## config.mk

```make
export PLATFORM = sky130hd
export DESIGN_NAME = vga_sync
export DESIGN_NICKNAME = d
export VERILOG_FILES = /design/src/rtl/vga_sync_pkg.sv /design/src/rtl/vga_sync_tick_gen.sv /design/src/rtl/vga_sync.sv
export SDC_FILE = /design/constraint.sdc
export NUM_CORES = 1
export LEC_CHECK = 0
export ABC_CLOCK_PERIOD_IN_PS = 2600
export CORE_MARGIN = 1.5
export CORE_UTILIZATION = 54
export CTS_BUF_LIST = sky130_fd_sc_hd__clkbuf_16
export DETAILED_ROUTE_END_ITERATION = 16
export PLACE_DENSITY_LB_ADDON = 0.3
export SLEW_MARGIN = 25
export SYNTH_ARGS = -nofsm -noshare
export SYNTH_HDL_FRONTEND = slang
export SYNTH_SLANG_ARGS = --single-unit
```

## constraint.sdc

```tcl
create_clock -name clk -period 2.6 [get_ports clk]
set_clock_uncertainty 0.05 [all_clocks]
set_input_delay 0.52 -clock clk [delete_from_list [all_inputs] [get_ports clk]]
set_output_delay 0.52 -clock clk [all_outputs]
set_load 0.05 [all_outputs]
```

## src/rtl/vga_sync_pkg.sv

```systemverilog
// Shared VGA timing constants and helpers for the 640x480@60Hz display path.
// Graphics logic imports this package for the screen extents (MAX_X/MAX_Y).
package vga_sync_pkg;

    localparam int COORD_W     = 10;
    localparam int COORD_LIMIT = 1 << COORD_W;

    typedef logic [COORD_W-1:0] coord_t;

    localparam int H_DISPLAY_DEF = 640;
    localparam int H_FRONT_DEF   = 16;
    localparam int H_SYNC_DEF    = 96;
    localparam int H_BACK_DEF    = 48;
    localparam int H_TOTAL_DEF   = H_DISPLAY_DEF + H_FRONT_DEF + H_SYNC_DEF + H_BACK_DEF;

    localparam int V_DISPLAY_DEF = 480;
    localparam int V_FRONT_DEF   = 10;
    localparam int V_SYNC_DEF    = 2;
    localparam int V_BACK_DEF    = 33;
    localparam int V_TOTAL_DEF   = V_DISPLAY_DEF + V_FRONT_DEF + V_SYNC_DEF + V_BACK_DEF;

    localparam int MAX_X = H_DISPLAY_DEF - 1;
    localparam int MAX_Y = V_DISPLAY_DEF - 1;

    // Registered sync-side outputs, all active-low except video_on.
    typedef struct packed {
        logic hsync;
        logic vsync;
        logic video_on;
    } sync_t;

    // True when lo <= value <= hi (inclusive window, used for sync pulses).
    function automatic logic in_window(coord_t value, coord_t lo, coord_t hi);
        return (value >= lo) && (value <= hi);
    endfunction

endpackage

```

## src/rtl/vga_sync_tick_gen.sv

```systemverilog
// Pixel-rate strobe generator: divides the system clock by CLK_DIV and
// produces a registered one-clock strobe in the cycle the pixel counters advance.
module pixel_tick_gen #(
    parameter int CLK_DIV = 2
) (
    input  logic clk,
    input  logic rst_n,
    output logic p_tick
);

    localparam int DIV_W = (CLK_DIV > 1) ? $clog2(CLK_DIV) : 1;
    localparam logic [DIV_W-1:0] DIV_LAST = DIV_W'(CLK_DIV - 1);

    if (CLK_DIV < 1) begin : g_bad_div
        $error("pixel_tick_gen: CLK_DIV must be at least 1");
    end

    logic [DIV_W-1:0] r_div;
    logic             r_p_tick;
    logic [DIV_W-1:0] w_div_next;

    assign w_div_next = (r_div == DIV_LAST) ? '0 : r_div + DIV_W'(1);

    // Divider count; the strobe is registered from the next count so it is
    // high exactly while div sits at its last value (always high when CLK_DIV=1).
    always_ff @(posedge clk) begin
        if (!rst_n) begin
            r_div    <= '0;
            r_p_tick <= 1'b0;
        end else begin
            r_div    <= w_div_next;
            r_p_tick <= (w_div_next == DIV_LAST);
        end
    end

    assign p_tick = r_p_tick;

endmodule

```

## src/rtl/vga_sync.sv

```systemverilog
// VGA timing generator: pixel/line counters plus sync and blanking decode.
// Sync, blanking and frame strobe are decoded from the next counter values so
// every output changes on the same edge as pixel_x/pixel_y.
module vga_sync
    import vga_sync_pkg::*;
#(
    parameter int CLK_DIV   = 2,
    parameter int H_DISPLAY = H_DISPLAY_DEF,
    parameter int H_FRONT   = H_FRONT_DEF,
    parameter int H_SYNC    = H_SYNC_DEF,
    parameter int H_BACK    = H_BACK_DEF,
    parameter int V_DISPLAY = V_DISPLAY_DEF,
    parameter int V_FRONT   = V_FRONT_DEF,
    parameter int V_SYNC    = V_SYNC_DEF,
    parameter int V_BACK    = V_BACK_DEF
) (
    input  logic               clk,
    input  logic               rst_n,
    output logic               hsync,
    output logic               vsync,
    output logic               video_on,
    output logic               p_tick,
    output logic [COORD_W-1:0] pixel_x,
    output logic [COORD_W-1:0] pixel_y,
    output logic               frame_start
);

    localparam int H_TOTAL = H_DISPLAY + H_FRONT + H_SYNC + H_BACK;
    localparam int V_TOTAL = V_DISPLAY + V_FRONT + V_SYNC + V_BACK;

    if (H_TOTAL > COORD_LIMIT || V_TOTAL > COORD_LIMIT) begin : g_bad_total
        $error("vga_sync: H_TOTAL and V_TOTAL must fit the 10-bit counters");
    end

    localparam coord_t H_LAST       = coord_t'(H_TOTAL - 1);
    localparam coord_t V_LAST       = coord_t'(V_TOTAL - 1);
    localparam coord_t H_VISIBLE    = coord_t'(H_DISPLAY);
    localparam coord_t V_VISIBLE    = coord_t'(V_DISPLAY);
    localparam coord_t H_SYNC_START = coord_t'(H_DISPLAY + H_FRONT);
    localparam coord_t H_SYNC_END   = coord_t'(H_DISPLAY + H_FRONT + H_SYNC - 1);
    localparam coord_t V_SYNC_START = coord_t'(V_DISPLAY + V_FRONT);
    localparam coord_t V_SYNC_END   = coord_t'(V_DISPLAY + V_FRONT + V_SYNC - 1);

    logic   w_p_tick;
    coord_t r_x;
    coord_t r_y;
    sync_t  r_sync;
    logic   r_frame_start;
    logic   w_x_wrap;
    logic   w_y_wrap;
    coord_t w_x_next;
    coord_t w_y_next;
    sync_t  w_sync_next;

    pixel_tick_gen #(
        .CLK_DIV (CLK_DIV)
    ) u_tick (
        .clk    (clk),
        .rst_n  (rst_n),
        .p_tick (w_p_tick)
    );

    assign w_x_wrap = (r_x == H_LAST);
    assign w_y_wrap = (r_y == V_LAST);
    assign w_x_next = w_x_wrap ? '0 : r_x + coord_t'(1);
    assign w_y_next = w_x_wrap ? (w_y_wrap ? '0 : r_y + coord_t'(1)) : r_y;

    assign w_sync_next.hsync    = !in_window(w_x_next, H_SYNC_START, H_SYNC_END);
    assign w_sync_next.vsync    = !in_window(w_y_next, V_SYNC_START, V_SYNC_END);
    assign w_sync_next.video_on = (w_x_next < H_VISIBLE) && (w_y_next < V_VISIBLE);

    // Advance counters once per pixel tick and register the decode of the new position.
    always_ff @(posedge clk) begin
        if (!rst_n) begin
            r_x           <= '0;
            r_y           <= '0;
            r_sync        <= '{hsync: 1'b1, vsync: 1'b1, video_on: 1'b0};
            r_frame_start <= 1'b0;
        end else begin
            r_frame_start <= 1'b0;
            if (w_p_tick) begin
                r_x           <= w_x_next;
                r_y           <= w_y_next;
                r_sync        <= w_sync_next;
                r_frame_start <= w_x_wrap && w_y_wrap;
            end
        end
    end

    assign hsync       = r_sync.hsync;
    assign vsync       = r_sync.vsync;
    assign video_on    = r_sync.video_on;
    assign p_tick      = w_p_tick;
    assign pixel_x     = r_x;
    assign pixel_y     = r_y;
    assign frame_start = r_frame_start;

endmodule

```

==> metrics.yaml, run 1 <==
worst-path-max-fanout: 11
drc: 0
layout_min_cycle_time_ns: 2.26
dieArea_um2: 3660
rr_startpoint: "pixel_x[0]$_SDFFE_PN0P_"
fp.dieW_um: 60.5
drt_iter0_drc: 62
drv_cap: 0
core_area_um2: 3100
clk_path_buf_depth: 2
r2r-end: "pixel_y[5]$_SDFFE_PN0P_"
endpoint: "pixel_y[5]$_SDFFE_PN0P_"
hold_path_startpoint: "video_on$_SDFFE_PN0P_"
yosys_warnings: 0
cp-start-kind: "register"
synth-edff-count: 0
num_rows: 20
slowest_delay_ns: 0.46
cpLargestDelayFamily: "simple AND/OR/NAND/NOR gates"
cts_tree: "done"
crit_buf_inv: 0
vdd_ir_drop_max_mv: 0.384
vias: 1692
ant_nets: 0
numCtsBuffers: 3
clock_sinks: 25
final_nets: 250
final_common_cell: "clkdlybuf4s50_1"
p_comb_share_pct: 8.0
post-dp-hpwl_um: 3040
finalSetupViolations: 0
synth_seq_cells: 25
synthAdderAreaFrac_pct: 2.81
diodes: 0
post-cts-setup-buffers: 0
p_clk_share_pct: 42.3
die_y_um: 60.5
start_util_pct: 57.5
leakage_uw: 0.000748
routed_via_density: 5.90
crit_chain: "ha_1 > and4_4 > and3_2 > nand2_1 > or3_1 > a21boi_0"
relSlewSlack_pct: 58.2
fin_crit_sh_pct: 87.1
rsz0062_at_grt: "false"
holdWs_ns: 0.430
wirelength_um: 4050
r2r_setup_slack_ns: 0.34
clkTransAtPathRegs_ns: 0.06
cts_resized: 0
synth_area_um2: 1780
syn_area_per_cell_um2: 8.04
layout-drive-gt1-share_pct: 10.7
worstSkewPairLatency_ns: 0.26
antenna_found_initial: 0
hold_viol_final: 0
areaGrowthSynthToFinish_pct: 18.7
synth_top_family_by_area: "simple AND/OR/NAND/NOR gates"
synthCells: 222
wl_per_cell_um: 14.1
gp_congestion: 0.905
seq_power_share_pct: 49.7
hold_class: "register to register"
synthMuxAreaShare_pct: 1.12
final_cell_mix: "26 x clkdlybuf4s50_1, 25 x dfxtp_1, 21 x nand2_1"
path_class: "register to register"
cp.required_ns: 2.72
power_density_nw_per_um2: 375
grt_pass1_wl_um: 6820
slew_violations: 0
swShare_pct: 22.4
synth_compound_area_share_pct: 19.0
p_sw_uw: 178
tightest_slew_ns: 0.619
synth_simple_gate_area_share_pct: 35.1
port_buffers: 26
cts-root-buf: "clkbuf_16"
reg2reg_depth: 6
grt_max_degree: 21
ios: 27
synth_seq_area_share_pct: 28.1
drtPass1Iterations: 4
worst_setup_path_end_kind: "register"
grt_pass1_vias: 1441
cp_slowest_cell: "dfxtp_1"
crit_path_start: "pixel_x[0]$_SDFFE_PN0P_"
nFillCells: 284
synth_cell_types: 57
synth_xor_area_share_pct: 4.91
synth_async_sr_flop_share_pct: 0
synth_nets: 228
status: "finished, final reports clean"
arrival_ns: 2.39
hold_buffers: 0
path_depth: 6
grt_usage_pct: 24.4
setup_tns_ns: 0
htree_num_levels: 1
intPower_uw: 617
ys.flop_type: "dfxtp_1"
gr-total-overflow: 0
fmax_ghz: 0.442
==> worst min path at each step <==
stage	cells past startpoint	to	slack, ns
2_1_floorplan	2	hsync$_SDFFE_PN1P_	0.66
3_3_place_gp	1	video_on$_SDFFE_PN0P_	0.40
3_5_place_dp	1	video_on$_SDFFE_PN0P_	0.42
4_1_cts	1	video_on$_SDFFE_PN0P_	0.44
5_1_grt	1	video_on$_SDFFE_PN0P_	0.45
6_report	1	video_on$_SDFFE_PN0P_	0.43
==> layer usage <==
metal | vias to the layer above | GRT usage [%] | wire length (um)
met3 | 4 | 3.41 | 198
met4 | 0 | 5.90 | 27
li1 | 848 | - | -
met1 | 793 | 36.6 | 1990
met5 | - | 0 | 0
met2 | 47 | 37.1 | 1840
==> through the flow <==
stage | utilization, % | power, uW | cell area [um2] | instances | setup WS [ns]
floorplan | - | 450 | 1780 | 222 | 0.0716
global placement | 65.7 | 466 | 2040 | 283 | 0.451
detailed placement | 65.7 | 468 | 2040 | 283 | 0.356
CTS | 68.3 | 804 | 2120 | 287 | 0.336
global route | 68.3 | 825 | 2120 | 287 | 0.158
finish | 68.3 | 795 | 2120 | 287 | 0.336
==> cell type report <==
class / instances / area (um2) / share of cell area [%]
clock buffers: 3 / 75.1 / 3.54
clock inverters: 1 / 3.75 / 0.177
inverters: 7 / 26.3 / 1.24
multi-input cells: 171 / 1120 / 53.0
flip-flops and latches: 25 / 500 / 23.6
well taps: 44 / 55.1 / 2.60
repair buffers: 36 / 335 / 15.8
==> power by group through the flow <==
stage / clock network (uW) / registers (uW) / logic, uW
after floorplan: 0 / 421 / 29.4
after global placement: 0 / 403 / 63.7
after detailed placement: 0 / 404 / 64.2
after CTS: 344 / 395 / 64.3
after global routing: 360 / 395 / 69.4
final: 336 / 395 / 63.8
==> flip-flops by register name, summed over array words and instances, names as in the netlist <==
signal / cells
pixel_x: 10
pixel_y: 10
frame_start: 1
hsync: 1
u_tick.r_div: 1
video_on: 1
vsync: 1
==> synth_stat cells, drive strengths merged (2+ instances only) <==
master   number  area share (%)
nor2b         8             2.8
and2          6             2.2
nor3b         2            0.84
a21boi        5             2.1
ha            4             2.8
mux2i         2             1.1
nor3          9             2.8
buf          12             5.7
a32o          2             1.1
nand4         7             2.8
inv           7             1.5
and4          2             1.1
nor2         11             2.3
o311ai        2            0.98
or3           4             1.5
nand2        21             4.4
nor4          4             2.2
a2bb2oi       4             2.0
xor2          4             2.0
o22ai         2            0.70
a21oi        11             3.1
and3          2            0.84
clkbuf        6             1.3
o21ai        11             3.1
xnor2         6             2.9
dfxtp        25              28
nand3        17             5.5
or4           2            0.84
nand4b        3             1.5
a21o          2            0.84
o21a          2            0.84
==> cell families after synthesis <==
logic type	after synthesis
adder cells (fa/ha/maj)	4
multiplexers	2
XOR/XNOR	10
flip-flops	25
AND/OR/NAND/NOR	105
buffers and inverters	26
AO/OA/AOI/OAI	50
Power figures use the tool's default switching activity.
==> run 2, diff against run 1 <==
--- a/config.mk
+++ b/config.mk
@@ -6,11 +6,13 @@
 export NUM_CORES = 1
 export LEC_CHECK = 0
 export ABC_CLOCK_PERIOD_IN_PS = 2600
+export CELL_PAD_IN_SITES_DETAIL_PLACEMENT = 1
+export CELL_PAD_IN_SITES_GLOBAL_PLACEMENT = 1
 export CORE_MARGIN = 1.5
-export CORE_UTILIZATION = 54
+export CORE_UTILIZATION = 40
 export CTS_BUF_LIST = sky130_fd_sc_hd__clkbuf_16
 export DETAILED_ROUTE_END_ITERATION = 16
-export PLACE_DENSITY_LB_ADDON = 0.3
+export PLACE_DENSITY_LB_ADDON = 0.15
 export SLEW_MARGIN = 25
 export SYNTH_ARGS = -nofsm -noshare
 export SYNTH_HDL_FRONTEND = slang
==> metrics.yaml, run 2 (synthesis gave the netlist of run 1 again) <==
die_y_um: 69.8  # was 60.5 um
worst_setup_path_end_kind: "register"  # unchanged
grt_pass1_wl_um: 8620  # was 6820 um
ant_nets: 0  # unchanged
hold_buffers: 0  # unchanged
rr_startpoint: "pixel_x[0]$_SDFFE_PN0P_"  # unchanged
fmax_ghz: 0.415  # was 0.442 GHz
routed_via_density: 5.87  # was 5.90
grt_max_degree: 21  # unchanged
power_density_nw_per_um2: 387  # was 375 nW/um2
final_common_cell: "clkdlybuf4s50_1"  # unchanged
drc: 0  # unchanged
vdd_ir_drop_max_mv: 0.202  # was 0.384 mV
numCtsBuffers: 3  # unchanged
relSlewSlack_pct: 59.4  # was 58.2%
arrival_ns: 2.55  # was 2.39 ns
crit_chain: "ha_1 > and4_4 > and3_2 > nand2_1 > or3_1 > a21boi_0"  # unchanged
gp_congestion: 0.868  # was 0.905
tightest_slew_ns: 0.602  # was 0.619 ns
diodes: 0  # unchanged
hold_path_end: "video_on$_SDFFE_PN0P_"  # unchanged
setup_tns_ns: 0  # unchanged
reg2reg_depth: 6  # unchanged
finalWorstSetupSlack_ns: 0.191  # was 0.336 ns
status: "finished, final reports clean"  # unchanged
path_class: "register to register"  # unchanged
gr-total-overflow: 0  # unchanged
rsz0062_at_grt: "false"  # unchanged
grt_usage_pct: 21.6  # was 24.4%
clk_path_buf_depth: 2  # unchanged
cp.required_ns: 2.74  # was 2.72 ns
start_util_pct: 41.3  # was 57.5%
ios: 27  # unchanged
post-cts-setup-buffers: 0  # unchanged
r2r_setup_slack_ns: 0.19  # was 0.34 ns
num_rows: 24  # was 20
layout_min_cycle_time_ns: 2.41  # was 2.26 ns
port_buffers: 26  # unchanged
place_ws_ns: 0.218  # was 0.356 ns
slowest_delay_ns: 0.47  # was 0.46 ns
clkTransAtPathRegs_ns: 0.07  # was 0.06 ns
wl_per_cell_um: 17.0  # was 14.1 um
holdWs_ns: 0.440  # was 0.430 ns
dieArea_um2: 4870  # was 3660 um2
vias: 1720  # was 1692
p_total_uw: 818  # was 795 uW
wirelength_um: 4990  # was 4050 um
areaGrowthSynthToFinish_pct: 18.5  # was 18.7%
fp.dieW_um: 69.8  # was 60.5 um
hold_path_depth: 1  # unchanged
finalSetupViolations: 0  # unchanged
drt_iter0_drc: 56  # was 62
cts-root-buf: "clkbuf_16"  # unchanged
htree_num_levels: 1  # unchanged
hold_path_startpoint: "video_on$_SDFFE_PN0P_"  # unchanged
worstSkewPairLatency_ns: 0.26  # about the same
clock_sinks: 25  # unchanged
drtPass1Iterations: 4  # unchanged
hold_viol_final: 0  # unchanged
layout-drive-gt1-share_pct: 10.4  # was 10.7%
cp-start-kind: "register"  # unchanged
cts_tree: "done"  # unchanged
final_cell_mix: "26 x clkdlybuf4s50_1, 25 x dfxtp_1, 21 x nand2_1"  # unchanged
fin_crit_sh_pct: 92.6  # was 87.1%
worst-path-max-fanout: 11  # unchanged
leakage_uw: 0.000736  # was 0.000748 uW
r2r-end: "pixel_y[5]$_SDFFE_PN0P_"  # unchanged
grt_pass1_vias: 1715  # was 1441
crit_buf_inv: 0  # unchanged
final_nets: 248  # was 250
core_area_um2: 4320  # was 3100 um2
cp_slowest_cell: "dfxtp_1"  # unchanged
hold_class: "register to register"  # unchanged
antenna_found_initial: 0  # unchanged
drv_cap: 0  # unchanged
cpLargestDelayFamily: "simple AND/OR/NAND/NOR gates"  # unchanged
post-dp-hpwl_um: 3720  # was 3040 um
cts_resized: 0  # unchanged
slew_violations: 0  # unchanged
-- run 2: metal layers --
metal	GRT usage (%)	vias to the layer above	share of wire, %
met5	0	-	0
met4	7.05	0	1.7
met3	2.33	8	3.2
met2	34.0	40	46
met1	30.9	827	49
li1	-	845	-
-- run 2: worst max-delay path by stage --
stage                               to  cells past startpoint                    start  slack (ns)
5_1_grt        pixel_y[5]$_SDFFE_PN0P_                      6  pixel_x[0]$_SDFFE_PN0P_        0.02
3_5_place_dp   pixel_y[5]$_SDFFE_PN0P_                      6  pixel_x[0]$_SDFFE_PN0P_        0.22
3_3_place_gp   pixel_y[5]$_SDFFE_PN0P_                      6  pixel_x[0]$_SDFFE_PN0P_        0.36
2_1_floorplan    video_on$_SDFFE_PN0P_                      9  pixel_x[0]$_SDFFE_PN0P_        0.07
6_report       pixel_y[5]$_SDFFE_PN0P_                      6  pixel_x[0]$_SDFFE_PN0P_        0.19
4_1_cts        pixel_y[5]$_SDFFE_PN0P_                      6  pixel_x[0]$_SDFFE_PN0P_        0.17
-- run 2: final cells by class --
class / count / area (um2)
Timing Repair Buffer: 34 / 320
Multi-Input combinational cell: 171 / 1120
Inverter: 7 / 26.3
Clock inverter: 1 / 5.00
Sequential cell: 25 / 500
Tap cell: 52 / 65.1
Clock buffer: 3 / 75.1
Fill cell: 532 / 2210
-- run 2: stage by stage --
stage,utilization (%),cell area (um2),std cells
CTS,48.9,2110,293
global placement,47.0,2030,289
finish,48.9,2110,293
detailed placement,47.0,2030,289
global route,48.9,2110,293
floorplan,-,1780,222
-- run 2: report_power, final --
group | internal, uW | total [uW] | switching (uW)
registers | 388 | 395 | 7.13
clock network | 208 | 358 | 150
logic | 23.0 | 64.7 | 41.8
total | 619 | 818 | 199
==> run 3, diff against run 2 <==
--- a/config.mk
+++ b/config.mk
@@ -9,8 +9,9 @@
 export CELL_PAD_IN_SITES_DETAIL_PLACEMENT = 1
 export CELL_PAD_IN_SITES_GLOBAL_PLACEMENT = 1
 export CORE_MARGIN = 1.5
-export CORE_UTILIZATION = 40
-export CTS_BUF_LIST = sky130_fd_sc_hd__clkbuf_16
+export CORE_UTILIZATION = 41
+export CTS_BUF_LIST = sky130_fd_sc_hd__clkbuf_8
+export CTS_CLUSTER_SIZE = 16
 export DETAILED_ROUTE_END_ITERATION = 16
 export PLACE_DENSITY_LB_ADDON = 0.15
 export SLEW_MARGIN = 25
==> metrics.yaml, run 3 (synthesis gave the netlist of run 1 again) <==
p_comb_share_pct: 9.4  # was 7.9%
gp_congestion: 0.868  # about the same
final_cell_mix: "26 x clkdlybuf4s50_1, 25 x dfxtp_1, 21 x nand2_1"  # unchanged
fp.dieW_um: 69.0  # was 69.8 um
cts-root-buf: "clkbuf_8"  # was clkbuf_16
ff_latch_area_um2: 500  # unchanged
tightest_slew_ns: 0.632  # was 0.602 ns
areaGrowthSynthToFinish_pct: 17.0  # was 18.5%
grt_usage_pct: 23.2  # was 21.6%
ios: 27  # unchanged
cts_tree: "done"  # unchanged
diodes: 0  # unchanged
layout_min_cycle_time_ns: 2.34  # was 2.41 ns
cp-start-kind: "register"  # unchanged
rsz0062_at_grt: "false"  # unchanged
hold_viol_final: 0  # unchanged
clock_sinks: 25  # unchanged
relSlewSlack_pct: 57.3  # was 59.4%
clk_path_buf_depth: 2  # unchanged
path_class: "register to register"  # unchanged
wl_per_cell_um: 17.1  # was 17.0 um
power_density_nw_per_um2: 339  # was 387 nW/um2
core_area_um2: 4090  # was 4320 um2
ant_nets: 0  # unchanged
vias: 1696  # was 1720
setup_tns_ns: 0  # unchanged
fmax_ghz: 0.427  # was 0.415 GHz
worst-path-max-fanout: 11  # unchanged
worst_setup_path_end_kind: "register"  # unchanged
arrival_ns: 2.51  # was 2.55 ns
drc: 0  # unchanged
drtPass1Iterations: 4  # unchanged
fin_crit_sh_pct: 90.1  # was 92.6%
status: "finished, final reports clean"  # unchanged
start_util_pct: 43.7  # was 41.3%
swShare_pct: 26.6  # was 24.4%
grt_pass1_wl_um: 8220  # was 8620 um
p_clk_share_pct: 34.8  # was 43.8%
finalSetupViolations: 0  # unchanged
wirelength_um: 5010  # was 4990 um
grt_pass1_vias: 1648  # was 1715
final_nets: 249  # was 248
crit_chain: "ha_2 > and4_4 > and3_2 > nand2_1 > or3_1 > a21boi_0"  # was ha_1 > and4_4 > and3_2 > nand2_1 > or3_1 > a21boi_0
vdd_ir_drop_max_mv: 0.211  # was 0.202 mV
seq_power_share_pct: 55.8  # was 48.3%
cp.required_ns: 2.76  # was 2.74 ns
num_rows: 23  # was 24
numCtsBuffers: 3  # unchanged
clkTransAtPathRegs_ns: 0.10  # was 0.07 ns
die_y_um: 69.0  # was 69.8 um
drv_cap: 0  # unchanged
p_sw_uw: 188  # was 199 uW
drt_iter0_drc: 92  # was 56
hold_class: "register to register"  # unchanged
intPower_uw: 520  # was 619 uW
post-dp-hpwl_um: 3820  # was 3720 um
leakage_uw: 0.000723  # was 0.000736 uW
gr-total-overflow: 0  # unchanged
layout-drive-gt1-share_pct: 11.2  # was 10.4%
nFillCells: 520  # was 532
slowest_delay_ns: 0.48  # was 0.47 ns
htree_num_levels: 1  # unchanged
place_ws_ns: 0.247  # was 0.218 ns
routed_via_density: 5.81  # was 5.87
cpLargestDelayFamily: "simple AND/OR/NAND/NOR gates"  # unchanged
slew_violations: 0  # unchanged
finalWorstSetupSlack_ns: 0.257  # was 0.191 ns
worstSkewPairLatency_ns: 0.28  # was 0.26 ns
crit_buf_inv: 0  # unchanged
cp_slowest_cell: "dfxtp_1"  # unchanged
final_common_cell: "clkdlybuf4s50_1"  # unchanged
dieArea_um2: 4760  # was 4870 um2
multi_input_area_um2: 1120  # about the same
port_buffers: 26  # unchanged
grt_max_degree: 21  # unchanged
antenna_found_initial: 0  # unchanged
## run 3: changes by cell type in the layout (fill, tap and decap cells not counted), sizes merged
cell and change:
buf +1
## run 3: timing repair
action	4_1_cts	5_1_grt
endpoints found under the setup margin	0	1
buffers inserted	0	0
gates resized for setup	0	1
hold buffers	0	0
## run 3: power by group through the flow
stage	Combinational [uW]	Clock, uW	Sequential [uW]
finish	66.6	246	395
global route	71.0	263	396
CTS	66.9	251	395
detailed placement	66.6	0	404
global placement	65.1	0	403
floorplan	29.4	0	421
## run 3: path summary, 6_finish.rpt
| kind | startpoint | to | slack, ns | depth (start not counted) |
|---|---|---|---|---|
| setup / recovery | pixel_x[0]$_SDFFE_PN0P_ | pixel_y[5]$_SDFFE_PN0P_ | 0.26 | 6 |
| hold / removal | video_on$_SDFFE_PN0P_ | video_on$_SDFFE_PN0P_ | 0.46 | 1 |
| setup reg to reg | pixel_x[0]$_SDFFE_PN0P_ | pixel_y[5]$_SDFFE_PN0P_ | 0.26 | 6 |
| hold reg to reg | video_on$_SDFFE_PN0P_ | video_on$_SDFFE_PN0P_ | 0.46 | 1 |
## run 3: stage by stage
stage               std cells  util [%]  instance area [um2]  power (uW)  hold slack (ns)
finish                    292      51.1                 2090         708            0.463
global route              292      51.1                 2090         730            0.474
CTS                       292      51.0                 2090         713            0.472
detailed placement        288      49.9                 2040         470            0.446
global placement          288      49.9                 2040         468            0.409
floorplan                 222         -                 1780         450            0.660
## run 3: worst reg2reg max path: stages, from the launching register on
cell	delay, ns
dfxtp_1	0.48
ha_2	0.30
and4_4	0.33
and3_2	0.31
nand2_1	0.25
or3_1	0.41
a21boi_0	0.16
## run 3: layout make-up
class                   instances  area share, %
multi-input cells             171           53.9
flip-flops and latches         25           24.0
repair buffers                 35           15.7
well taps                      50           3.00
clock buffers                   3           1.98
inverters                       7           1.26
clock inverters                 1          0.240
## run 3: routing by layer
layer  track usage, %  share of wire (%)  vias to the layer above
li1                 -                  -                      846
met1             31.9                 49                      810
met2             38.2                 47                       35
met3             3.08                3.5                        5
met4             5.88                1.0                        0
met5                0                  0                        -
==> edit (settings of run 1) <==
`CLK_DIV` is set to 2 in 2 places; all go to 4.
--- a/src/rtl/vga_sync_tick_gen.sv
+++ b/src/rtl/vga_sync_tick_gen.sv
@@ -2,5 +2,5 @@
 // produces a registered one-clock strobe in the cycle the pixel counters advance.
 module pixel_tick_gen #(
-    parameter int CLK_DIV = 2
+    parameter int CLK_DIV = 4
 ) (
     input  logic clk,
--- a/src/rtl/vga_sync.sv
+++ b/src/rtl/vga_sync.sv
@@ -5,5 +5,5 @@
     import vga_sync_pkg::*;
 #(
-    parameter int CLK_DIV   = 2,
+    parameter int CLK_DIV   = 4,
     parameter int H_DISPLAY = H_DISPLAY_DEF,
     parameter int H_FRONT   = H_FRONT_DEF,
Check against the original RTL: not equivalent (a bounded check fails within 4 cycles, from zero or initial values and one cycle with rst_n low).
==> edit against run 1 <==
Routed wire length grew 4.5%. Cell area down 5.8%. Power rose by 9.5%. Worst setup slack worse by 0.093 ns. Count of clock-buffer cells in the layout stayed put. Synthesized area decreased by 7.0%. Sequential cell count increased by 2. Non-clock buffer count decreased by 4. Critical endpoint is now vsync$_SDFFE_PN1P_. Highest routed layer unchanged.
==> edit: results (changes against run 1) <==
Status - finished clean
CP max stage delay - 0.58 ns (+0.12 ns)
Diode count - 0 (unchanged)
Met3 GRT Util - 0.03297 (-0.001148)
Layout cells sized above 1 - 0.09483 (-0.01217)
Fin nets - 241 (-3.6%)
Slowest-stage cell, CP - or4b_4
Top cell type's share of synthesized area - 0.3258 (+0.04529)
Initial antenna violation count - 0 (unchanged)
Ys async rst share - 0 (unchanged)
Largest net degree at the start of global routing - 20 (-4.8%)
Pre-CTS setup slack - 0.3053 ns (-0.05078 ns)
Grt met1 use - 0.3534 (-0.01211)
Ys flop type - dfxtp_1
Antenna Nets Post-Route - 0 (unchanged)
Met2 usage - 0.4045 (+0.03338)
Worst-margin pin slew - 0.5667 ns (-0.05271 ns)
Post-synth top cells - dfxtp_1, nor2_1, nand2_1
Cell family with most CP delay - simple AND/OR/NAND/NOR gates
Worst path arrival time - 2.47 ns (+0.08 ns)
Met2 wire len - 1941 um (+5.8%)
Postcts setup bufs - 0 (unchanged)
Hpwl dp - 2857 um (-5.9%)
HP Class - flop to flop
Starting DRT DRC Count - 67 (+8.1%)
Register area share after synthesis - 0.3258 (+0.04529)
First-pass GRT wire length - 6817 um (-0.10%)
Top Metal Used - met4
Metal1 wirelength - 1919 um (-3.7%)
Max Buffers Root-to-Sink - 2 (unchanged)
Router iterations before antenna repair - 4 (unchanged)
Peak supply drop - 295.3 uV (-23%)
Yosys warns - 0 (unchanged)
Post-synth cell types - 49 (-14%)
Static Leak - 0.6695 nW (-11%)
Syn nets - 218 (-4.4%)
Number of global-route vias before repair - 1454 (+0.90%)
Final wirelength - 4235 um (+4.5%)
Placer Congestion - 0.8789 (-2.9%)
Clk slew on worst S/H paths - 0.07 ns
Vias per cell - 6.266 (+6.3%)
Clock Root Buffer - clkbuf_16
CP max FO - 9 (-2)
Placed Instance Area - 0.001913 sq mm (-6.2%)
DR WL met3 - 257 um (+30%)
Clock Latency Late Sink - 0.27 ns
Port bufs - 26 (unchanged)
Synth top area cells - dfxtp_1, nor2_1, ha_1
GRT Util Overall - 0.2587 (+0.01480)
edit: worst paths after layout:
kind / endpoint / cells past startpoint / startpoint / slack, ns
max reg2reg: vsync$_SDFFE_PN1P_ / 6 / pixel_y[5]$_SDFFE_PN0P_ / 0.24
max: vsync$_SDFFE_PN1P_ / 6 / pixel_y[5]$_SDFFE_PN0P_ / 0.24
min: video_on$_SDFFE_PN0P_ / 2 / video_on$_SDFFE_PN0P_ / 0.41
min reg2reg: video_on$_SDFFE_PN0P_ / 2 / video_on$_SDFFE_PN0P_ / 0.41
edit: area by class of cell:
cell class	instances	area [sq um]
timing repair buffer	32	305.3
fill	236	833.3
clock buffer	3	75.07
tap	31	38.79
inverter	7	26.28
multi-input combinational	162	999.7
clock inverter	1	7.507
sequential	27	543.0
edit: through the flow:
step | cells | total power, mW | hold WS (ns)
2_1_floorplan | 210 | 0.4852 | 0.3775
3_3_place_gp | 259 | 0.5061 | 0.3935
3_5_place_dp | 259 | 0.5074 | 0.3981
4_1_cts | 263 | 0.8744 | 0.4128
5_1_grt | 263 | 0.8941 | 0.4350
6_report | 263 | 0.8705 | 0.4116
edit: logic make-up (layout without fill, tap and decap cells):
| kind of cell | Yosys count | in the layout | share of synthesized area |
|---|---|---|---|
| compound gates | 43 | 43 | 0.1629 |
| xor+xnor | 9 | 9 | 0.04751 |
| fa+ha+maj | 6 | 6 | 0.04525 |
| buf+inv | 21 | 43 | 0.07164 |
| flops | 27 | 27 | 0.3258 |
| mux | 4 | 4 | 0.02413 |
| simple gates | 100 | 100 | 0.3228 |
edit: power by group:
group / switching (mW) / total (mW) / internal [mW]
Sequential: 0.0104 / 0.433 / 0.423
Combinational: 0.0430 / 0.0654 / 0.0224
Clock: 0.162 / 0.372 / 0.210
Total: 0.215 / 0.871 / 0.655
